File: config.mk
export PLATFORM = sky130hd
export DESIGN_NAME = hazard_unit_mc_flat
export DESIGN_NICKNAME = d
export VERILOG_FILES = /design/src/rtl/hazard_unit_mc_if.sv /design/src/rtl/hazard_unit_mc.sv /design/src/flat_wrapper.sv
export SDC_FILE = /design/constraint.sdc
export NUM_CORES = 1
export LEC_CHECK = 0
export CELL_PAD_IN_SITES_DETAIL_PLACEMENT = 0
export CELL_PAD_IN_SITES_GLOBAL_PLACEMENT = 1
export CORE_ASPECT_RATIO = 1.4
export CORE_MARGIN = 1.5
export CORE_UTILIZATION = 21
export DETAILED_ROUTE_END_ITERATION = 6
export PLACE_DENSITY_LB_ADDON = 0.1
export SYNTH_ARGS = -nofsm -noshare
export SYNTH_HDL_FRONTEND = slang
export SYNTH_SLANG_ARGS = --single-unit
File: constraint.sdc
create_clock -name clk -period 1.8 [get_ports clk]
set_clock_uncertainty 0.1 [all_clocks]
set_input_delay 0.36 -clock clk [delete_from_list [all_inputs] [get_ports clk]]
set_output_delay 0.36 -clock clk [all_outputs]
set_load 0.005 [all_outputs]
File: src/rtl/hazard_unit_mc_if.sv
// rtl/hazard_unit_mc_if.sv - pipeline hazard bus between the F/D/E/M/W datapath and the hazard unit
//
// Purpose : groups the decode/execute/memory/writeback hazard inputs and the
//           stall/flush/forward controls into one bundle.
// Modports: master - pipeline side (drives hazard inputs, receives controls)
//           slave  - hazard unit side (receives inputs, drives controls)
interface hazard_unit_mc_if #(
  parameter int AW   = 4,
  parameter int NSRC = 3
);
  logic [NSRC*AW-1:0] ra_d;
  logic [NSRC-1:0]    use_d;
  logic [NSRC*AW-1:0] ra_e;
  logic [NSRC-1:0]    use_e;
  logic [AW-1:0]      wa_e;
  logic [AW-1:0]      wa_m;
  logic [AW-1:0]      wa_w;
  logic               regwrite_e;
  logic               regwrite_m;
  logic               regwrite_w;
  logic               memtoreg_e;
  logic               long_e;
  logic               branch_taken_e;
  logic [2*NSRC-1:0]  forward_e;
  logic               stall_f;
  logic               stall_d;
  logic               stall_e;
  logic               flush_d;
  logic               flush_e;
  logic               busy;

  modport master (
    output ra_d, use_d, ra_e, use_e, wa_e, wa_m, wa_w,
    output regwrite_e, regwrite_m, regwrite_w, memtoreg_e, long_e, branch_taken_e,
    input  forward_e, stall_f, stall_d, stall_e, flush_d, flush_e, busy
  );

  modport slave (
    input  ra_d, use_d, ra_e, use_e, wa_e, wa_m, wa_w,
    input  regwrite_e, regwrite_m, regwrite_w, memtoreg_e, long_e, branch_taken_e,
    output forward_e, stall_f, stall_d, stall_e, flush_d, flush_e, busy
  );
endinterface

File: src/rtl/hazard_unit_mc.sv
// rtl/hazard_unit_mc.sv - multi-source hazard unit with multicycle Execute hold controller
//
// Purpose : operand forwarding for NSRC sources, load-use stall, branch flush
//           and a small FSM that holds Execute for LONG_LAT cycles on long ops.
// Ports   : clk   - clock, all state on rising edge
//           rst   - asynchronous active-high reset
//           hz_bus - hazard_unit_mc_if.slave, hazard inputs and stall/flush/forward outputs
module hazard_unit_mc #(
  parameter int AW       = 4,
  parameter int NSRC     = 3,
  parameter int LONG_LAT = 4
) (
  input  logic                clk,
  input  logic                rst,
  hazard_unit_mc_if.slave     hz_bus
);

  localparam int          CW       = $clog2(LONG_LAT);
  localparam int          CNT_INIT = (LONG_LAT > 2) ? LONG_LAT - 3 : 0;
  localparam logic [AW-1:0] PC_ADDR = '1;

  typedef enum logic [1:0] {
    IDLE    = 2'd0,
    BUSY    = 2'd1,
    RELEASE = 2'd2
  } state_t;

  state_t        state_q, state_d;
  logic [CW-1:0] cnt_q, cnt_d;
  logic          lstall;
  logic          busy_c;
  logic          ld_hit;
  logic          ldstall;
  logic          long_eff;
  logic [2*NSRC-1:0] fwd;

  // Forwarding: M result is newer than W, so it wins. The PC alias is never
  // forwarded because it is not produced by the ALU path.
  always_comb begin
    fwd = '0;
    for (int i = 0; i < NSRC; i++) begin
      if (hz_bus.use_e[i] && hz_bus.regwrite_m &&
          hz_bus.wa_m == hz_bus.ra_e[i*AW +: AW] &&
          hz_bus.ra_e[i*AW +: AW] != PC_ADDR) begin
        fwd[2*i +: 2] = 2'b10;
      end else if (hz_bus.use_e[i] && hz_bus.regwrite_w &&
                   hz_bus.wa_w == hz_bus.ra_e[i*AW +: AW] &&
                   hz_bus.ra_e[i*AW +: AW] != PC_ADDR) begin
        fwd[2*i +: 2] = 2'b01;
      end
    end
  end

  always_comb begin
    ld_hit = 1'b0;
    for (int i = 0; i < NSRC; i++) begin
      if (hz_bus.use_d[i] && hz_bus.ra_d[i*AW +: AW] == hz_bus.wa_e) begin
        ld_hit = 1'b1;
      end
    end
  end

  assign ldstall  = hz_bus.memtoreg_e && hz_bus.regwrite_e && ld_hit;
  // A load in Execute is never a long op; the load-use path takes precedence.
  assign long_eff = hz_bus.long_e && !hz_bus.memtoreg_e;

  always_ff @(posedge clk or posedge rst) begin
    if (rst) begin
      state_q <= IDLE;
      cnt_q   <= '0;
    end else begin
      state_q <= state_d;
      cnt_q   <= cnt_d;
    end
  end

  // The first stall cycle is raised combinationally in IDLE so the op is held
  // on its very first Execute cycle; BUSY covers the rest, RELEASE lets it go.
  always_comb begin
    state_d = state_q;
    cnt_d   = cnt_q;
    lstall  = 1'b0;
    busy_c  = 1'b0;
    case (state_q)
      IDLE: begin
        if (long_eff) begin
          lstall = 1'b1;
          busy_c = 1'b1;
          if (LONG_LAT == 2) begin
            state_d = RELEASE;
          end else begin
            state_d = BUSY;
            cnt_d   = CW'(CNT_INIT);
          end
        end
      end
      BUSY: begin
        lstall = 1'b1;
        busy_c = 1'b1;
        if (cnt_q == '0) begin
          state_d = RELEASE;
        end else begin
          cnt_d = cnt_q - CW'(1);
        end
      end
      RELEASE: begin
        busy_c  = 1'b1;
        state_d = IDLE;
      end
      default: begin
        state_d = IDLE;
        cnt_d   = '0;
      end
    endcase
  end

  assign hz_bus.forward_e = fwd;
  assign hz_bus.stall_f   = ldstall | lstall;
  assign hz_bus.stall_d   = ldstall | lstall;
  assign hz_bus.stall_e   = lstall;
  // Execute holds during a long op; bubbling it would lose the op in flight.
  assign hz_bus.flush_e   = (ldstall | hz_bus.branch_taken_e) && !lstall;
  assign hz_bus.flush_d   = hz_bus.branch_taken_e && !lstall;
  assign hz_bus.busy      = busy_c;

endmodule

File: src/flat_wrapper.sv
// flat-port wrapper written by rule: the top's interface ports become plain ports
module hazard_unit_mc_flat 
#(
  parameter int AW       = 4,
  parameter int NSRC     = 3,
  parameter int LONG_LAT = 4
)
  (clk, rst, hz_bus_ra_d, hz_bus_use_d, hz_bus_ra_e, hz_bus_use_e, hz_bus_wa_e, hz_bus_wa_m, hz_bus_wa_w, hz_bus_regwrite_e, hz_bus_regwrite_m, hz_bus_regwrite_w, hz_bus_memtoreg_e, hz_bus_long_e, hz_bus_branch_taken_e, hz_bus_forward_e, hz_bus_stall_f, hz_bus_stall_d, hz_bus_stall_e, hz_bus_flush_d, hz_bus_flush_e, hz_bus_busy);
  hazard_unit_mc_if #(.AW(AW), .NSRC(NSRC)) hz_bus_i ();
  input  logic clk;
  input  logic rst;
  input wire logic [$bits(hz_bus_i.ra_d)-1:0] hz_bus_ra_d;
  input wire logic [$bits(hz_bus_i.use_d)-1:0] hz_bus_use_d;
  input wire logic [$bits(hz_bus_i.ra_e)-1:0] hz_bus_ra_e;
  input wire logic [$bits(hz_bus_i.use_e)-1:0] hz_bus_use_e;
  input wire logic [$bits(hz_bus_i.wa_e)-1:0] hz_bus_wa_e;
  input wire logic [$bits(hz_bus_i.wa_m)-1:0] hz_bus_wa_m;
  input wire logic [$bits(hz_bus_i.wa_w)-1:0] hz_bus_wa_w;
  input wire logic [$bits(hz_bus_i.regwrite_e)-1:0] hz_bus_regwrite_e;
  input wire logic [$bits(hz_bus_i.regwrite_m)-1:0] hz_bus_regwrite_m;
  input wire logic [$bits(hz_bus_i.regwrite_w)-1:0] hz_bus_regwrite_w;
  input wire logic [$bits(hz_bus_i.memtoreg_e)-1:0] hz_bus_memtoreg_e;
  input wire logic [$bits(hz_bus_i.long_e)-1:0] hz_bus_long_e;
  input wire logic [$bits(hz_bus_i.branch_taken_e)-1:0] hz_bus_branch_taken_e;
  output wire logic [$bits(hz_bus_i.forward_e)-1:0] hz_bus_forward_e;
  output wire logic [$bits(hz_bus_i.stall_f)-1:0] hz_bus_stall_f;
  output wire logic [$bits(hz_bus_i.stall_d)-1:0] hz_bus_stall_d;
  output wire logic [$bits(hz_bus_i.stall_e)-1:0] hz_bus_stall_e;
  output wire logic [$bits(hz_bus_i.flush_d)-1:0] hz_bus_flush_d;
  output wire logic [$bits(hz_bus_i.flush_e)-1:0] hz_bus_flush_e;
  output wire logic [$bits(hz_bus_i.busy)-1:0] hz_bus_busy;
  assign hz_bus_i.ra_d = hz_bus_ra_d;
  assign hz_bus_i.use_d = hz_bus_use_d;
  assign hz_bus_i.ra_e = hz_bus_ra_e;
  assign hz_bus_i.use_e = hz_bus_use_e;
  assign hz_bus_i.wa_e = hz_bus_wa_e;
  assign hz_bus_i.wa_m = hz_bus_wa_m;
  assign hz_bus_i.wa_w = hz_bus_wa_w;
  assign hz_bus_i.regwrite_e = hz_bus_regwrite_e;
  assign hz_bus_i.regwrite_m = hz_bus_regwrite_m;
  assign hz_bus_i.regwrite_w = hz_bus_regwrite_w;
  assign hz_bus_i.memtoreg_e = hz_bus_memtoreg_e;
  assign hz_bus_i.long_e = hz_bus_long_e;
  assign hz_bus_i.branch_taken_e = hz_bus_branch_taken_e;
  assign hz_bus_forward_e = hz_bus_i.forward_e;
  assign hz_bus_stall_f = hz_bus_i.stall_f;
  assign hz_bus_stall_d = hz_bus_i.stall_d;
  assign hz_bus_stall_e = hz_bus_i.stall_e;
  assign hz_bus_flush_d = hz_bus_i.flush_d;
  assign hz_bus_flush_e = hz_bus_i.flush_e;
  assign hz_bus_busy = hz_bus_i.busy;
  hazard_unit_mc #(.AW(AW), .NSRC(NSRC), .LONG_LAT(LONG_LAT)) u_core (.clk(clk), .rst(rst), .hz_bus(hz_bus_i));
endmodule
# [After elaboration in Yosys (flattened, before gate mapping)]
# Cells that the tools add are included.
# Widths: inputs -> output; s select.
[op_classes] n_mul=0 shifts=0 n_mux=17 eq_ne=17 n_bitwise=3 n_addsub=1 reduce_logical=33 n_lt_le_gt_ge=0 n_div=0
[ops] cell="$eq 4x4->1" n=9
[ops] cell="$logic_and 1x1->1" n=26
[ops] cell="$mux 2" n=6
[ops] cell="$ne 4x4->1 const B" n=3
[ops] cell="$mux 1" n=7
[ops] cell="$pmux 2 s3" n=1
[ops] cell="$logic_not 2->1" n=2
[ops] cell="$ne 2x1->1 const B" n=2
[ops] cell="$pmux 1 s2" n=2
[ops] cell="$pmux 2 s2" n=1
[ops] cell="$reduce_and 3->1" n=1
[ops] cell="$eq 2x1->1 const B" n=1
[ops] cell="$eq 2x2->1 const B" n=1
[ops] cell="$logic_not 1->1" n=2
[ops] cell="$ne 2x2->1 const B" n=1
[ops] cell="$or 1x1->1" n=2
[ops] cell="$reduce_and 2->1" n=1
[ops] cell="$reduce_or 2->1" n=1
[ops] cell="$sub 2x1->2 const B" n=1
[ops] cell="$not 1->1" n=1
[totals] ram_bits=0 inputBits=50 latchBits=0 word_cells=73 out_inout_bits=12 register_bits=4 mem_count=0 romBits=0

# [Depth between registers and ports, before layout]
# Gate-level depths: netlist of the first run.
[logic_depth] depth_word=8 ltp_mapped=7 mapped_depth_nobuf=7

# [Worst setup path before layout of the first run]
# No wires, ideal clock.
[synth_timing] path_type="input port to output port" startpoint="in hz_bus_ra_d[4]" endpoint="out hz_bus_stall_f" cell_stages=6 n_path_buf=1 path_slack_ns=0.103 arrival_time_ns=1.237 required_ns=1.340 cell_sequence="inv_2 > a222oi_1 > nor4b_2 > o311ai_1 > nand2_1 > buf_4"
[synth_via] elab_chain_cells=6
[synth_lines] element="start: declaration" line="flat_wrapper.sv:12" rtl="input wire logic [$bits(hz_bus_i.ra_d)-1:0] hz_bus_ra_d;"
[synth_lines] element="$eq 4x4->1" line="hazard_unit_mc.sv:57" rtl="if (hz_bus.use_d[i] && hz_bus.ra_d[i*AW +: AW] == hz_bus.wa_e) begin"
[synth_lines] element="$logic_and 1x1->1" line="hazard_unit_mc.sv:57"
[synth_lines] element="$mux 1 (2 in series)" line="hazard_unit_mc.sv:57"
[synth_lines] element="$logic_and 1x1->1" line="hazard_unit_mc.sv:63" rtl="assign ldstall = hz_bus.memtoreg_e && hz_bus.regwrite_e && ld_hit;"
[synth_lines] element="$or 1x1->1"
[synth_lines] element="end: declaration" line="flat_wrapper.sv:26" rtl="output wire logic [$bits(hz_bus_i.stall_f)-1:0] hz_bus_stall_f;"
# Every way passes these cells.

# [Final worst setup path of the first run]
[layout_timing] startpoint="in hz_bus_wa_e[0]" endpoint="out hz_bus_flush_e"
[layout_via] elab_chain_cells=8 elab_cells_between_ends=12 classes_between="eq/ne (3); mux (3); bitwise (1); reduce/logical (5)"
[layout_lines] element="start: declaration" line="flat_wrapper.sv:16" rtl="input wire logic [$bits(hz_bus_i.wa_e)-1:0] hz_bus_wa_e;"
[layout_lines] element="$eq 4x4->1" line="hazard_unit_mc.sv:57"
[layout_lines] element="$logic_and 1x1->1" line="hazard_unit_mc.sv:57"
[layout_lines] element="$mux 1 (2 in series)" line="hazard_unit_mc.sv:57"
[layout_lines] element="$mux 1 *" line="hazard_unit_mc.sv:57"
[layout_lines] element="$logic_and 1x1->1 *" line="hazard_unit_mc.sv:63"
[layout_lines] element="$or 1x1->1 *" line="hazard_unit_mc.sv:122" rtl="assign hz_bus.flush_e = (ldstall | hz_bus.branch_taken_e) && !lstall;"
[layout_lines] element="$logic_and 1x1->1 *" line="hazard_unit_mc.sv:122"
[layout_lines] element="end: declaration" line="flat_wrapper.sv:30" rtl="output wire logic [$bits(hz_bus_i.flush_e)-1:0] hz_bus_flush_e;"
# Every way passes the cells marked *; elsewhere a longest branch is shown, timed or not.

==> results.sh, run 1 <==
export IMPL_dpl_hpwl_um=2610
export IMPL_startpoint_type="input pin"
export IMPL_finalSetupViolCount=3
export IMPL_max_slew_margin=0.794
export IMPL_die_h_um=75.3
export IMPL_synth_simple_area_share=0.238
export IMPL_fmax_mhz=519
export IMPL_drtPass1Iterations=4
export IMPL_synth_area_leaders="xnor2_1 (19%), xor2_1 (18%), dfrtp_1 (13%)"
export IMPL_worst_path_max_delay_cell="a222oi_1"
export IMPL_synth_top_area_cell="xnor2_1"
export IMPL_grt_max_degree=7
export IMPL_synth_top_area_share=0.190
export IMPL_critPathBufInv=2
export IMPL_p_seq_frac=0.134
export IMPL_grtUsageTotal=0.150
export IMPL_cp_max_fo=4
export IMPL_hold_path_class="in2async"
export IMPL_slowest_delay_ps=330
export IMPL_vias=1097
export IMPL_synth_distinct_cells=23
export IMPL_worst_setup_path_type="in2out"
export IMPL_p_switching_uw=475
export IMPL_htreeDepth=1
export IMPL_cts_root_buf="clkbuf_8"
export IMPL_finalHoldViolations=0
export IMPL_synth_area_per_cell_um2=7.47
export IMPL_ys_seq_area_frac=0.128
export IMPL_power_mw=1.24
export IMPL_chipWidth_um=54.7
export IMPL_first_global_vias=1112
export IMPL_synthAdderAreaFrac=0.0797
export IMPL_postCtsHoldBufs=0
export IMPL_synth_top_family_by_area="XOR/XNOR gates"
export IMPL_drive_above_1_share=0.467
export IMPL_timing_hold_ws_ps=221
export IMPL_syn_area_um2=785
export IMPL_netlist_instances=105
export IMPL_start_util=0.217
export IMPL_pre_cts_slack_ps=-960
export IMPL_final_area_mm2=0.00167
export IMPL_core_area_mm2=0.00361
export IMPL_worst_slack_ps=-125
export IMPL_antenna_found_initial=0
export IMPL_numCtsBuffers=3
export IMPL_timing_final_crit_share=1.07
export IMPL_p_comb_frac=0.713
export IMPL_cts_max_path_buffers=2
export IMPL_cp_data_arrival_time_ps=1470
export IMPL_rows=26
export IMPL_clkTransAtPathRegs_ps=30
export IMPL_drt_initial_drc_count=12
export IMPL_ys_seq_elements=4
export IMPL_ir_worst_vdd_uv=496
export IMPL_worstMarginPinSlew_ps=305
export IMPL_internal_power_uw=762
export IMPL_nNetsFinal=256
export IMPL_synthMuxAreaShare=0
export IMPL_yosys_warnings=0
export IMPL_grt_pass1_wl_um=4520
export IMPL_viasPerCell=4.55
export IMPL_multi_input_area_um2=727
export IMPL_worstSkewPairLatency_ps=220
export IMPL_violations="negative setup slack"
export IMPL_drt_total_wl_um=3010
export IMPL_drv_slew=0
export IMPL_cp_end_kind="output pin"
export IMPL_tritoncts="yes"
export IMPL_place_gp_congestion=0.801
export IMPL_die_area_mm2=0.00412
export IMPL_synth_compound_area_frac=0.120
export IMPL_cp_required_ps=1340
export IMPL_placed_area_mm2=0.00161
export IMPL_final_core_util=0.463
export IMPL_grt_overflow=0
export IMPL_leakagePower_nw=0.799
export IMPL_p_per_area_mw_per_mm2=740
export IMPL_cp_cell_sequence="buf_8 > a222oi_1 > nor4b_2 > o311ai_1 > a21oi_1 > buf_2"
export IMPL_clock_sinks=4
export IMPL_synthTopCellsByCount="xnor2_1 (17), xor2_1 (16), inv_1 (9), nand4_1 (9), a21oi_1 (8)"
export IMPL_grt_setup_unrepaired="true"
export IMPL_path_delay_family="compound AO/OA/AOI/OAI gates"
export IMPL_status="finished, violations left"
export IMPL_period_minus_slack_ps=1930
export IMPL_synth_xor_area_share=0.368
export IMPL_drc=0
export IMPL_antenna_left=0
export IMPL_wl_per_cell_um=12.5
export IMPL_p_sw_frac=0.384
export IMPL_synth_edf_count=0
export IMPL_synth_fp_nets=160
export IMPL_syn2layout_area_growth_pct=113
export IMPL_io_pins=62
export IMPL_yosysMostFrequentCell="xnor2_1"
export IMPL_diodes=0
export IMPL_portBuffers=61
export IMPL_async_flop_share=1.00
export IMPL_seq_area_um2=100
export IMPL_fillers=393
export IMPL_synth_ff_type="dfrtp_1"
export IMPL_max_cap_violations=0
export IMPL_clkPwrFrac=0.154
-- stage by stage --
step	instances	setup TNS, ps
finish	241	-282
global route	241	-741
CTS	240	-319
detailed placement	230	-8460
global placement	230	-8220
floorplan	105	0
-- final cells by class --
type                    count  share of cell area
clock buffers               3              0.0247
inverters                  12              0.0277
multi-input cells          88               0.435
flip-flops and latches      4              0.0599
well taps                  42              0.0315
repair buffers             92               0.421
-- cell usage in the layout, fill, tap and decap left out, drive strengths merged --
| cell type | netlist | final |
|---|---|---|
| nand3 | 3 | 3 |
| clkbuf | 0 | 7 |
| nor3 | 3 | 3 |
| xnor2 | 17 | 17 |
| o21ai | 3 | 3 |
| dlygate4sd2 | 0 | 14 |
| nor2b | 1 | 1 |
| a22oi | 1 | 1 |
| ha | 5 | 5 |
| clkinv | 1 | 1 |
| nor4b | 1 | 1 |
| o22ai | 2 | 2 |
| a21oi | 8 | 8 |
| dlymetal6s2s | 0 | 1 |
| nand4 | 9 | 9 |
| dfrtp | 4 | 4 |
| o311ai | 1 | 1 |
| buf | 1 | 61 |
| inv | 11 | 11 |
| clkdlybuf4s50 | 0 | 3 |
| clkdlybuf4s15 | 0 | 9 |
| xor2 | 16 | 16 |
| nand2b | 1 | 1 |
| nor4 | 5 | 5 |
| nand2 | 4 | 4 |
| a222oi | 1 | 1 |
| nor2 | 7 | 7 |
-- logic make-up (layout without fill, tap and decap cells) --
family / after synthesis / in the layout
DFF: 4 / 4
buffers and inverters: 13 / 107
xor gates and xnor gates: 33 / 33
AOI/OAI and AO/OA: 16 / 16
and+or+nand+nor: 34 / 34
adders and majority gates: 5 / 5
-- registers in the layout, summed over array words and instances, names as in the netlist --
signal          cells
u_core.cnt_q        2
u_core.state_q      2
-- power groups by stage --
stage	clock [mW]	sequential (mW)	combinational, mW
final	0.190	0.165	0.881
after global routing	0.210	0.170	0.973
after CTS	0.198	0.158	0.787
after detailed placement	0	0.161	0.812
after global placement	0	0.159	0.791
after floorplan	0	0.156	0.375
-- layer usage --
| metal | up-vias | GRT usage | wire [um] |
|---|---|---|---|
| met2 | 33 | 0.290 | 1760 |
| met3 | 5 | 0.0255 | 140 |
| li1 | 553 | - | - |
| met5 | - | 0 | 0 |
| met1 | 506 | 0.156 | 1060 |
| met4 | 0 | 0.0500 | 51 |
-- worst paths after layout --
path | from | to | slack (ps) | depth (start not counted)
worst max-delay path | hz_bus_wa_e[0] | hz_bus_flush_e | -130 | 6
worst min-delay path | rst | u_core.cnt_q[1] | 220 | 2
worst max register to register | u_core.state_q[0] | u_core.cnt_q[1] | 140 | 9
worst min register to register | u_core.cnt_q[0] | u_core.cnt_q[0] | 430 | 2
max in group asynchronous | rst | u_core.state_q[1] | 1230 | 2
min in group clk | u_core.cnt_q[0] | u_core.cnt_q[0] | 430 | 2
-- what timing repair did --
| item | 4_1_cts | 5_1_grt |
|---|---|---|
| gates cloned | 0 | 0 |
| gates resized for setup | 183 | 20 |
| endpoints found under the hold margin | 0 | 0 |
| setup buffers | 7 | 3 |
| pin swaps | 32 | 12 |
| setup endpoints to repair | 12 | 9 |
(Power assumes the default switching activity.)
==> run 2: changes to the inputs <==
--- a/config.mk
+++ b/config.mk
@@ -11,6 +11,7 @@
 export CORE_MARGIN = 1.5
 export CORE_UTILIZATION = 21
 export DETAILED_ROUTE_END_ITERATION = 6
+export GPL_TIMING_DRIVEN = 0
 export PLACE_DENSITY_LB_ADDON = 0.1
 export SYNTH_ARGS = -nofsm -noshare
 export SYNTH_HDL_FRONTEND = slang
==> run 2 against run 1 <==
Effect of this change: the run still ends with negative setup slack left; critical path depth grew 1; combinational power shrank 9.5%; non-clock buffer count shrank 17; via count shrank 7.3%; critical path type unchanged; critical endpoint unchanged; largest cell class unchanged.
==> results.sh, run 2 (synthesis results as in run 1) <==
export IMPL_fmax_mhz=495
export IMPL_pre_cts_slack_ps=-1030
export IMPL_diodes=0
export IMPL_htreeDepth=1
export IMPL_worstMarginPinSlew_ps=300
export IMPL_max_slew_margin=0.798
export IMPL_hold_path_class="in2async"
export IMPL_finalSetupViolCount=3
export IMPL_status="finished, violations left"
export IMPL_grt_max_degree=7
export IMPL_final_core_util=0.448
export IMPL_top_regs="u_core.cnt_q x2, u_core.state_q x2"
export IMPL_dp_cells=208
export IMPL_ir_worst_vdd_uv=575
export IMPL_period_minus_slack_ps=2020
export IMPL_worstSkewPairLatency_ps=210
export IMPL_drtPass1Iterations=5
export IMPL_grt_setup_unrepaired="true"
export IMPL_clock_sinks=4
export IMPL_portBuffers=61
export IMPL_cp_max_fo=4
export IMPL_antenna_found_initial=0
export IMPL_leakagePower_nw=0.735
export IMPL_worst_slack_ps=-222
export IMPL_p_per_area_mw_per_mm2=714
export IMPL_drc=0
export IMPL_drt_total_wl_um=2950
export IMPL_tritoncts="yes"
export IMPL_start_util=0.217
export IMPL_wl_per_cell_um=13.2
export IMPL_grtUsageTotal=0.147
export IMPL_cp_data_arrival_time_ps=1560
export IMPL_worst_path_max_delay_cell="a222oi_1"
export IMPL_max_cap_violations=0
export IMPL_viasPerCell=4.54
export IMPL_antenna_left=0
export IMPL_die_area_mm2=0.00412
export IMPL_postCtsHoldBufs=0
export IMPL_drt_initial_drc_count=14
export IMPL_power_mw=1.16
export IMPL_clkTransAtPathRegs_ps=30
export IMPL_cp_required_ps=1340
export IMPL_timing_hold_ws_ps=233
export IMPL_final_common_cell="buf_2"
export IMPL_numCtsBuffers=3
export IMPL_chipWidth_um=54.7
export IMPL_first_global_vias=1081
export IMPL_violations="negative setup slack"
export IMPL_die_h_um=75.3
export IMPL_nNetsFinal=239
export IMPL_cp_end_kind="output pin"
export IMPL_cts_max_path_buffers=2
export IMPL_syn2layout_area_growth_pct=106
export IMPL_startpoint_type="input pin"
export IMPL_io_pins=62
export IMPL_slowest_delay_ps=330
export IMPL_worst_setup_path_type="in2out"
export IMPL_place_gp_congestion=0.769
export IMPL_core_area_mm2=0.00361
export IMPL_cts_root_buf="clkbuf_8"
export IMPL_vias=1017
export IMPL_dpl_hpwl_um=2450
export IMPL_grt_pass1_wl_um=4560
export IMPL_final_cell_mix="buf_2 (25), buf_4 (16), xnor2_1 (15)"
export IMPL_cp_cell_sequence="buf_8 > a222oi_1 > nor4b_4 > o311ai_2 > buf_4 > a21oi_2 > buf_2"
export IMPL_grt_overflow=0
export IMPL_timing_final_crit_share=1.12
export IMPL_drv_slew=0
export IMPL_finalHoldViolations=0
export IMPL_final_cells=224
export IMPL_drive_above_1_share=0.489
export IMPL_rows=26
==> run 2: cell types whose count changed in the layout (fill, tap and decap cells not counted), sizes merged <==
cell           before  now
dlygate4sd2        14    8
clkdlybuf4s15       9    5
clkdlybuf4s50       3    4
buf                61   53
==> run 2: what timing repair did <==
action,in CTS,in global routing
buffers inserted,12,3
gates resized for setup,218,23
endpoints found under the setup margin,12,12
pin swaps,31,12
==> run 2: layer usage <==
layer	up-vias	wire length [um]	GRT usage
li1	519	-	-
met2	33	1630	0.275
met4	0	36	0.0444
met3	4	123	0.0157
met1	461	1150	0.167
met5	-	0	0
==> run 2: stage by stage <==
stage               TNS (ps)  area [um^2]
global placement       -9020         1450
global route            -898         1620
detailed placement     -8950         1450
CTS                     -538         1590
floorplan                  0          785
finish                  -503         1620
==> run 2: final cells by class <==
cell class	count	area, um^2
Fill cell	379	1990
Multi-Input combinational cell	88	798
Timing Repair Buffer	74	567
Sequential cell	4	101
Tap cell	42	52.6
Inverter	12	46.3
Clock buffer	3	41.3
Buffer	1	11.3
==> run 2: report_power, final <==
part	leakage, nW	switching (mW)	total [mW]	internal (mW)
registers	0.0499	0.0380	0.173	0.135
logic	0.663	0.381	0.797	0.416
clock network	0.0216	0.0434	0.186	0.142
total	0.735	0.462	1.16	0.693
==> run 2: path summary, 6_finish.rpt <==
check                                   from                 to  slack, ps  cells after the start
max                           hz_bus_wa_e[0]     hz_bus_flush_e       -220                      7
min                                      rst    u_core.cnt_q[1]        230                      2
max reg2reg                u_core.state_q[0]    u_core.cnt_q[1]        240                      8
min reg2reg                  u_core.cnt_q[0]    u_core.cnt_q[0]        430                      2
max in group asynchronous                rst  u_core.state_q[0]       1190                      2
min in group clk             u_core.cnt_q[0]    u_core.cnt_q[0]        430                      2
==> run 2: critical path: cells and delay by family <==
| family | cells | cell delay (ps) |
|---|---|---|
| compound gates | 3 | 540 |
| buf+inv | 3 | 370 |
| simple gates | 1 | 280 |
==> run 3: changes to the inputs <==
--- a/config.mk
+++ b/config.mk
@@ -9,7 +9,8 @@
 export CELL_PAD_IN_SITES_GLOBAL_PLACEMENT = 1
 export CORE_ASPECT_RATIO = 1.4
 export CORE_MARGIN = 1.5
-export CORE_UTILIZATION = 21
+export CORE_UTILIZATION = 23
+export CTS_CLUSTER_DIAMETER = 100
 export DETAILED_ROUTE_END_ITERATION = 6
 export GPL_TIMING_DRIVEN = 0
 export PLACE_DENSITY_LB_ADDON = 0.1
==> constraint.sdc (replaced) <==
create_clock -name clk -period 2.6 [get_ports clk]
set_clock_uncertainty 0.1 [all_clocks]
set_input_delay 0.52 -clock clk [delete_from_list [all_inputs] [get_ports clk]]
set_output_delay 0.52 -clock clk [all_outputs]
set_load 0.005 [all_outputs]
==> run 3 against run 2 <==
Effect of this change: the run now ends clean; die area shrank 8.3%; total power fell by 37%; non-clock buffer count shrank 12; combinational power decreased by 39%; first-iteration DRC count is 21% higher; sequential power shrank 35%; worst setup slack better by 280 ps; design area fell by 4.9%; critical path type unchanged; critical endpoint is now hz_bus_stall_d; largest cell class unchanged; largest power group unchanged.
==> results.sh, run 3 (synthesis results as in run 1) <==
export IMPL_tritoncts="yes"
export IMPL_rows=24
export IMPL_grt_pass1_wl_um=4430
export IMPL_grt_max_degree=7
export IMPL_top_regs="u_core.cnt_q x2, u_core.state_q x2"
export IMPL_antenna_found_initial=0
export IMPL_worst_setup_path_type="in2out"
export IMPL_numCtsBuffers=3
export IMPL_finalSetupViolCount=0
export IMPL_worst_r2r_path_depth=7
export IMPL_cp_max_fo=2
export IMPL_diodes=0
export IMPL_chipWidth_um=52.4
export IMPL_cp_end_kind="output pin"
export IMPL_grt_overflow=0
export IMPL_hold_path_class="in2async"
export IMPL_grtUsageMet3=0.0144
export IMPL_r2r_end="u_core.cnt_q[1]"
export IMPL_drt_initial_drc_count=17
export IMPL_fillers=346
export IMPL_placed_area_mm2=0.00144
export IMPL_htreeDepth=1
export IMPL_fmax_mhz=393
export IMPL_drive_above_1_share=0.118
export IMPL_p_comb_frac=0.671
export IMPL_io_pins=62
export IMPL_start_util=0.246
export IMPL_first_global_vias=1092
export IMPL_vias=1010
export IMPL_cp_data_arrival_time_ps=1920
export IMPL_clock_sinks=4
export IMPL_internal_power_uw=445
export IMPL_worstMarginPinSlew_ps=311
export IMPL_slowest_delay_ps=430
export IMPL_met1_usage=0.145
export IMPL_syn2layout_area_growth_pct=96.2
export IMPL_timing_hold_ws_ps=392
export IMPL_p_sw_frac=0.389
export IMPL_period_minus_slack_ps=2540
export IMPL_use_met2=0.308
export IMPL_regToRegSetupSlack_ps=1030
export IMPL_leakagePower_nw=0.723
export IMPL_max_cap_violations=0
export IMPL_grtUsageTotal=0.151
export IMPL_p_per_area_mw_per_mm2=474
export IMPL_drt_total_wl_um=2830
export IMPL_dpl_hpwl_um=2430
export IMPL_grt_setup_unrepaired="true"
export IMPL_worst_path_max_delay_cell="clkdlybuf4s50_1"
export IMPL_drtPass1Iterations=4
export IMPL_clkTransAtPathRegs_ps=30
export IMPL_portBuffers=61
export IMPL_die_area_mm2=0.00378
export IMPL_viasPerCell=4.83
export IMPL_place_gp_congestion=0.823
export IMPL_drc=0
export IMPL_timing_final_crit_share=0.979
export IMPL_nNetsFinal=227
export IMPL_p_switching_uw=284
export IMPL_drv_slew=0
export IMPL_wl_per_cell_um=13.5
export IMPL_status="complete, no violations"
export IMPL_startpoint_type="input pin"
export IMPL_worstSkewPairLatency_ps=210
export IMPL_p_seq_frac=0.154
export IMPL_worstReg2RegStart="u_core.state_q[0]"
export IMPL_final_cell_mix="dlygate4sd2_1 (25), clkdlybuf4s50_1 (24), xnor2_1 (17)"
export IMPL_final_common_cell="dlygate4sd2_1"
export IMPL_max_slew_margin=0.791
export IMPL_cts_max_path_buffers=2
export IMPL_clkPwrFrac=0.175
export IMPL_final_area_mm2=0.00154
export IMPL_grt_busiest_layer="met2"
export IMPL_fin_tns_setup_ps=0
export IMPL_cts_root_buf="clkbuf_8"
export IMPL_cp_required_ps=1980
export IMPL_die_h_um=72.1
export IMPL_finalHoldViolations=0
export IMPL_ir_worst_vdd_uv=303
export IMPL_antenna_left=0
export IMPL_cp_cell_sequence="clkdlybuf4s50_1 > xor2_1 > nor4_1 > o311ai_2 > nand2_1 > clkdlybuf4s15_1"
export IMPL_core_area_mm2=0.00318
-- run 3: what timing repair did --
item,CTS,global route
buffers inserted,0,1
hold endpoints to repair,0,0
hold buffers,0,0
setup endpoints to repair,12,7
pin swaps,7,6
gates resized for setup,47,11
-- run 3: per-layer routing --
layer	routed length, um	share of wire
met1	1010	0.36
met2	1580	0.56
met3	192	0.068
met4	46	0.016
met5	0	0
-- run 3: stage by stage --
step,power (mW),worst slack (ps),util,cells
floorplan,0.368,583,-,105
global placement,0.593,-550,0.454,205
detailed placement,0.609,-546,0.454,205
CTS,0.731,11.5,0.471,208
global route,0.810,-53.7,0.483,209
finish,0.729,55.8,0.483,209
-- run 3: power by group through the flow --
stage | combinational [mW] | clock, mW | sequential [mW]
6_report | 0.490 | 0.127 | 0.112
5_1_grt | 0.554 | 0.141 | 0.115
4_1_cts | 0.487 | 0.132 | 0.112
3_5_place_dp | 0.496 | 0 | 0.113
3_3_place_gp | 0.482 | 0 | 0.111
2_1_floorplan | 0.260 | 0 | 0.108
-- run 3: cell type report --
| class | instances | area [um^2] | area share |
|---|---|---|---|
| inverters | 12 | 46.3 | 0.0301 |
| well taps | 39 | 48.8 | 0.0317 |
| clock buffers | 3 | 41.3 | 0.0268 |
| repair buffers | 62 | 597 | 0.388 |
| plain buffers | 1 | 7.51 | 0.00488 |
| flip-flops and latches | 4 | 100 | 0.0650 |
| multi-input cells | 88 | 698 | 0.454 |
-- run 3: worst max-delay path by stage --
stage               slack, ps       startpoint        endpoint  cells after the start
floorplan                 580   hz_bus_ra_d[4]  hz_bus_stall_f                      6
global placement         -550   hz_bus_wa_e[3]  hz_bus_stall_f                      8
detailed placement       -550   hz_bus_wa_e[1]  hz_bus_stall_f                      7
CTS                        10   hz_bus_ra_d[3]  hz_bus_stall_f                      7
global route              -50   hz_bus_ra_d[8]  hz_bus_stall_f                      7
finish                     60  hz_bus_ra_d[10]  hz_bus_stall_d                      6
-- run 3: critical path, delay by kind of cell --
family	cells	cell delay, ps
simple gates	2	450
compound gates	1	160
xor+xnor	1	150
buf+inv	2	650
